File: src/rtl/reg_p2s.sv
// Parallel-to-serial readout: shifts a captured word out over a three-wire
// serial link (clock, data, load strobe) with a programmable clock divider.
module reg_p2s #(
  parameter int WIDTH     = 32,
  parameter int DIV       = 2,
  parameter bit MSB_FIRST = 1'b1
) (
  input  logic             clk,
  input  logic             rst,
  input  logic             start,
  input  logic [WIDTH-1:0] D,
  output logic             busy,
  output logic             done,
  output logic             sout_clk,
  output logic             sout_data,
  output logic             sout_load
);

  localparam int DCW = $clog2(DIV) + 1;
  localparam int BCW = $clog2(WIDTH + 1);
  localparam logic [DCW-1:0] DIV_LAST = DCW'(DIV - 1);

  typedef enum logic [2:0] {IDLE, SHIFT_LO, SHIFT_HI, LATCH, DONE} state_t;

  state_t           state, state_nxt;
  logic [DCW-1:0]   div_cnt, div_nxt;
  logic [BCW-1:0]   bit_cnt, bit_nxt;
  logic [WIDTH-1:0] shreg, shreg_nxt;
  logic             busy_nxt, done_nxt, clk_nxt, data_nxt, load_nxt;

  logic [WIDTH-1:0] shifted;
  logic             first_bit, next_bit, div_end;

  always_comb begin
    shifted   = MSB_FIRST ? {shreg[WIDTH-2:0], 1'b0} : {1'b0, shreg[WIDTH-1:1]};
    first_bit = MSB_FIRST ? D[WIDTH-1] : D[0];
    next_bit  = MSB_FIRST ? shifted[WIDTH-1] : shifted[0];
    div_end   = (div_cnt == DIV_LAST);
  end

  always_comb begin
    state_nxt = state;
    div_nxt   = div_cnt;
    bit_nxt   = bit_cnt;
    shreg_nxt = shreg;
    busy_nxt  = busy;
    done_nxt  = 1'b0;
    clk_nxt   = sout_clk;
    data_nxt  = sout_data;
    load_nxt  = sout_load;
    unique case (state)
      IDLE: begin
        busy_nxt = 1'b0;
        clk_nxt  = 1'b0;
        load_nxt = 1'b0;
        data_nxt = 1'b0;
        if (start) begin
          state_nxt = SHIFT_LO;
          div_nxt   = '0;
          bit_nxt   = BCW'(WIDTH);
          shreg_nxt = D;
          busy_nxt  = 1'b1;
          data_nxt  = first_bit;
        end
      end
      SHIFT_LO: begin
        if (div_end) begin
          state_nxt = SHIFT_HI;
          div_nxt   = '0;
          clk_nxt   = 1'b1;
        end else begin
          div_nxt = div_cnt + DCW'(1);
        end
      end
      SHIFT_HI: begin
        if (div_end) begin
          div_nxt = '0;
          bit_nxt = bit_cnt - BCW'(1);
          clk_nxt = 1'b0;
          // A count of one here means the bit just clocked was the last one.
          if (bit_cnt != BCW'(1)) begin
            state_nxt = SHIFT_LO;
            shreg_nxt = shifted;
            data_nxt  = next_bit;
          end else begin
            state_nxt = LATCH;
            load_nxt  = 1'b1;
          end
        end else begin
          div_nxt = div_cnt + DCW'(1);
        end
      end
      LATCH: begin
        if (div_end) begin
          state_nxt = DONE;
          div_nxt   = '0;
          load_nxt  = 1'b0;
          data_nxt  = 1'b0;
          busy_nxt  = 1'b0;
          done_nxt  = 1'b1;
        end else begin
          div_nxt = div_cnt + DCW'(1);
        end
      end
      DONE: begin
        state_nxt = IDLE;
        div_nxt   = '0;
      end
      default: state_nxt = IDLE;
    endcase
  end

  always_ff @(posedge clk) begin
    if (rst) begin
      state     <= IDLE;
      div_cnt   <= '0;
      bit_cnt   <= '0;
      shreg     <= '0;
      busy      <= 1'b0;
      done      <= 1'b0;
      sout_clk  <= 1'b0;
      sout_data <= 1'b0;
      sout_load <= 1'b0;
    end else begin
      state     <= state_nxt;
      div_cnt   <= div_nxt;
      bit_cnt   <= bit_nxt;
      shreg     <= shreg_nxt;
      busy      <= busy_nxt;
      done      <= done_nxt;
      sout_clk  <= clk_nxt;
      sout_data <= data_nxt;
      sout_load <= load_nxt;
    end
  end

endmodule

File: config.mk
export PLATFORM = sky130hd
export DESIGN_NAME = reg_p2s
export DESIGN_NICKNAME = d
export VERILOG_FILES = /design/src/rtl/reg_p2s.sv
export SDC_FILE = /design/constraint.sdc
export NUM_CORES = 1
export LEC_CHECK = 0
export CAP_MARGIN = 10
export CORE_ASPECT_RATIO = 1.1
export CORE_MARGIN = 4
export CORE_UTILIZATION = 29
export CTS_BUF_LIST = sky130_fd_sc_hd__clkbuf_8
export CTS_CLUSTER_DIAMETER = 100
export DETAILED_ROUTE_END_ITERATION = 6
export DONT_BUFFER_PORTS = 1
export SETUP_SLACK_MARGIN = 0.3
export SLEW_MARGIN = 15
export SYNTH_ARGS = -nofsm -noshare
export SYNTH_HDL_FRONTEND = slang
export SYNTH_SLANG_ARGS = --single-unit
export TNS_END_PERCENT = 10
File: constraint.sdc
create_clock -name clk -period 1.86 [get_ports clk]
set_clock_uncertainty 0.2 [all_clocks]
set_input_delay 0.186 -clock clk [delete_from_list [all_inputs] [get_ports clk]]
set_output_delay 0.186 -clock clk [all_outputs]
set_load 0.02 [all_outputs]
### Word level (Yosys, flattened, before mapping)

Cells that the tools add are included.

| word-level totals | value |
|---|---|
| register bits after elaboration | 47 |
| output and inout port bits | 5 |
| logic and storage cells | 69 |

| cells by class | value |
|---|---|
| $add $sub $neg | 2 |
| eq/ne operators | 12 |
| multiplexer cells | 29 |
| bitwise logic cells | 1 |
| reduce and logical (&&, ||, !) cells | 16 |

Operator list:

| operator | number |
|---|---|
| $mux 31 | 3 |
| $pmux 31 s2 | 1 |
| $reduce_and 4->1 | 4 |
| $mux 3 | 4 |
| $mux 6 | 2 |
| $ne 2x2->1 const B | 6 |
| $pmux 3 s4 | 1 |
| $pmux 6 s2 | 1 |
| $mux 1 | 9 |
| $pmux 1 s3 | 3 |
| $reduce_bool 3->1 | 3 |
| $eq 3x2->1 const B | 2 |
| $mux 2 | 3 |
| $ne 6x1->1 const B | 1 |
| $pmux 2 s3 | 1 |
| $reduce_and 3->1 | 2 |
| $sub 6x1->6 const B | 1 |
| $reduce_and 2->1 | 2 |
| $reduce_bool 2->1 | 2 |
| $eq 3x1->1 const B | 1 |
| $eq 3x3->1 const B | 1 |
| $logic_not 3->1 | 1 |
| $reduce_or 3->1 | 1 |
| $add 2x1->2 const B | 1 |
| 4 further kinds | 4 |

### Longest topological paths before layout

| depth | value |
|---|---|
| depth in word-level cells | 4 |
| mapped depth | 7 |

### Worst setup path before layout

Ideal clock, no wire load.

| timing | value |
|---|---|
| path type | flip-flop to flip-flop |
| start point | reg bit_cnt[2] |
| end point | reg sout_data |
| data arrival time | 1,496 ps |
| data required time | 1,521 ps |
| slack | 24 ps |
| cell stages (with the launch flop) | 5 |
| buffers on the path | 0 |
| period minus slack after synthesis | 1,836 ps |
| cell sequence | dfxtp_1 or3_4 or4b_4 a21oi_1 a311oi_2 |

| on the way | value |
|---|---|
| cells in the longest elaborated chain, start to end | 3 |

RTL lines:

| element | RTL line | text |
|---|---|---|
| from (decl) | 27 | `logic [BCW-1:0] bit_cnt, bit_nxt;` |
| from (signal assigned) | 127 | `bit_cnt <= bit_nxt;` |
| $ne 6x1->1 | 81 | `if (bit_cnt != BCW'(1)) begin` |
| $ne 2x2->1 (no source line) | - |  |
| $reduce_and 4->1 (no source line) | - |  |
| to (signal assigned) | 132 | `sout_data <= data_nxt;` |
| to (decl) | 15 | `output logic sout_data,` |

Every way passes these cells.
A chain may end at the register's enable or synchronous reset.

### Final worst setup path

| timing | value |
|---|---|
| start point | reg bit_cnt[4] |
| end point | reg shreg[21] |

| on the way | value |
|---|---|
| cells in the longest elaborated chain, start to end | 3 |

RTL lines:

| element | RTL line | text |
|---|---|---|
| $ne 6x1->1 | 81 |  |
| $ne 2x2->1 (no source line) | - |  |
| $reduce_and 4->1 (no source line) | - |  |
| to (signal assigned) | 128 | `shreg <= shreg_nxt;` |
| to (decl) | 28 | `logic [WIDTH-1:0] shreg, shreg_nxt;` |

Every way passes these cells.

==> flow_summary.ini <==
[synthesis]
ys_warn_count = 0
ys_top_cells_by_area = dfxtp_1, a221oi_1, a211oi_1
ys_seq_area_frac = 0.391
syn_area_um2 = 2410
synth_top_family_by_area = compound AO/OA/AOI/OAI gates
synth_fa_ha_area_frac = 0.0104
syn-num-nets = 312
netlist.top_cell.by_area = dfxtp_1
synth_compound_area_frac = 0.276
synth_xor_area_frac = 0.0145
avgSynthCellArea_um2 = 8.76
synthMuxAreaShare = 0.00416
synthCells = 275
synth_edf_count = 0
ys_ff_latch = 47
synth-main-ff-cell = dfxtp_1
synthSimpleGateAreaFrac = 0.197
synth_top_area_frac = 0.391
synth_cell_types = 42
ys_async_sr_fraction = 0

[global_routing]
grt_pass1_vias = 2067
grtUsageTotal = 0.127
grt_pass1_wl_um = 10200
overflow = 0
antenna_found_initial = 0
grt_max_degree = 49

[worst_setup_path]
crit_slowest_cell = or3_4
timing.rr.end = shreg[21]
cp.arrival_ps = 1880
critical_path.reg2reg.startpoint = bit_cnt[4]
critical-path-max-stage-delay_ps = 410
crit_type = reg -> reg
r2r_slack_ps = -0.7
crit_path_start_kind = flop
crit_fanout = 10
critPathRequiredTime_ps = 1880
reg2regPathDepth = 6
crit_chain = or3_4, o211ai_4, buf_6, buf_16, a221oi_1, a211oi_1
crit_path_end_kind = flop

[finish]
register_area_um2 = 953
finalNetCount = 323
final_cell_area_um2 = 3070
diodes = 0
post-route-util = 0.384
n_fill_cell = 814
multi_input_comb_area_um2 = 1440
drive_above_1_share = 0.293
instances_no_fill = 395
syn_to_final_growth_pct = 27.4

[power]
power_density_nw_per_um2 = 810
leakagePower_nw = 1.08
ir_drop_mv = 0.343

[routing]
drc = 0
wl_per_cell_um = 16.3
wl_um = 6450
routed_via_density = 5.26
vias = 2079
dr.pass1.iters = 4
drtIter0Drc = 130
antenna_left = 0

[timing]
worst_pin_slew_ps = 331
drv_slew = 0
layout_setup_ws_ps = -0.654
hold_ws_ps = -272
final-setup-viol-count = 1
finalHoldViolations = 47
timing.setup.tns_ps = -0.654
finalCriticalPeriod_ps = 1860
finalCritPeriodShare = 1.00
fmax_mhz = 537
rsz0062_at_grt = true
relSlewSlack = 0.779

[cts]
clock-sinks = 47
root_buffer = clkbuf_8
clock_latency_ps = 310
numCtsBuffers = 5
cts_tree = done
clockBufferDepth = 2
htreeDepth = 2
clk_pin_slew_worst_paths_ps = 100

[die]
boundaryPins = 40
dieArea_um2 = 9830
die_h_um = 104
core_um2 = 8000
std_cell_rows = 34
start_util = 0.301
die_x_um = 94.9

[outcome]
status = finished with violations
violations = negative hold slack, negative setup slack

[placed_design]
port_buffers = 0
place_area_um2 = 2600
placed_cells = 377
place_hpwl_um = 3940
gp_congestion = 0.909

[flow_run]
max_cap_viol_count = 0

[hold_path]
whs_path_depth = 1
hold-path-endpoint = bit_cnt[3]
hold_start = rst
hold_path.class = in -> reg
## flip-flops by register name, indices dropped and copies added, names as in the netlist
register,count
bit_cnt,6
shreg,31
sout_clk,1
busy,1
div_cnt,2
done,1
sout_load,1
state,3
sout_data,1
## area by class of cell
cell class / count / area share
clock buffers: 6 / 0.0269
clock inverters: 2 / 0.0126
inverters: 33 / 0.0404
multi-input cells: 173 / 0.470
flip-flops and latches: 47 / 0.311
well taps: 108 / 0.0440
repair buffers: 26 / 0.0950
## stage by stage
step                      setup slack, ps  power [W]  hold WS [ps]
final                              -0.654    0.00249          -272
after global routing                -56.1    0.00259          -284
after CTS                            72.3    0.00242          -266
after detailed placement             11.7    0.00157          69.3
after global placement               29.1    0.00156          65.5
after floorplan                       127    0.00148           126
## per-layer routing
layer / global-route usage / vias to the layer above / share of wire / wire, um
met1: 0.183 / 995 / 0.48 / 3080
met2: 0.189 / 43 / 0.47 / 3020
met4: 0.0412 / 0 / 0.014 / 92
li1: - / 1035 / - / -
met5: 0 / - / 0 / 0
met3: 0.0247 / 6 / 0.039 / 250
## critical path: cells and delay by family, from the launching register on
kind                   cells  cell delay (ps)
AOI/OAI and AO/OA          3              540
buffers and inverters      2              280
DFF                        1              330
and+or+nand+nor            1              410
## cell usage in the layout, fill, tap and decap left out, drive strengths merged, types with 2 or more instances in the layout
cell type	count
a211oi	31
a21oi	9
a221oi	30
and2	6
buf	25
clkbuf	7
dfxtp	47
ha	2
inv	34
nand2	6
nand2b	4
nand3b	2
nor2	7
nor2b	31
nor3	11
nor4	5
o211ai	2
o21ai	5
xor2	3
## repair_timing
item,4_1_cts,5_1_grt
endpoints found under the hold margin,47,47
gates cloned,4,1
resized for setup,18,40
pin swaps,21,35
setup endpoints to repair,38,41
setup buffers,5,0
## where the power goes
part	internal (W)	switching, W	total, W
clock	0.000443	0.000383	0.000826
combinational	0.000240	0.000253	0.000493
sequential	0.00110	0.0000694	0.00117
total	0.00178	0.000705	0.00249
## synthesized netlist by cell type, types with 5 or more instances
cell type,number
a211oi_1,31
a21oi_1,9
a221oi_1,30
buf_2,8
clkbuf_1,13
dfxtp_1,47
inv_1,33
nand2_1,6
nor2_1,6
nor2b_1,31
nor3_1,11
nor4_1,5
o21ai_0,5
## worst max path at each step
stage	from	to	slack, ps	cells past startpoint
3_5_place_dp	bit_cnt[1]	shreg[26]	10	7
2_1_floorplan	bit_cnt[4]	sout_data	130	4
4_1_cts	bit_cnt[3]	shreg[23]	70	6
5_1_grt	bit_cnt[4]	shreg[2]	-60	6
3_3_place_gp	state[0]	shreg[26]	30	5
6_report	bit_cnt[4]	shreg[21]	-0.7	6
## cells by family (layout without fill, tap and decap cells)
logic type / Yosys count / in the layout
fa+ha+maj: 2 / 2
compound gates: 85 / 85
xor+xnor: 4 / 4
buf+inv: 58 / 67
simple gates: 78 / 81
flops: 47 / 47
mux: 1 / 1
Power figures use the tool's default switching activity.
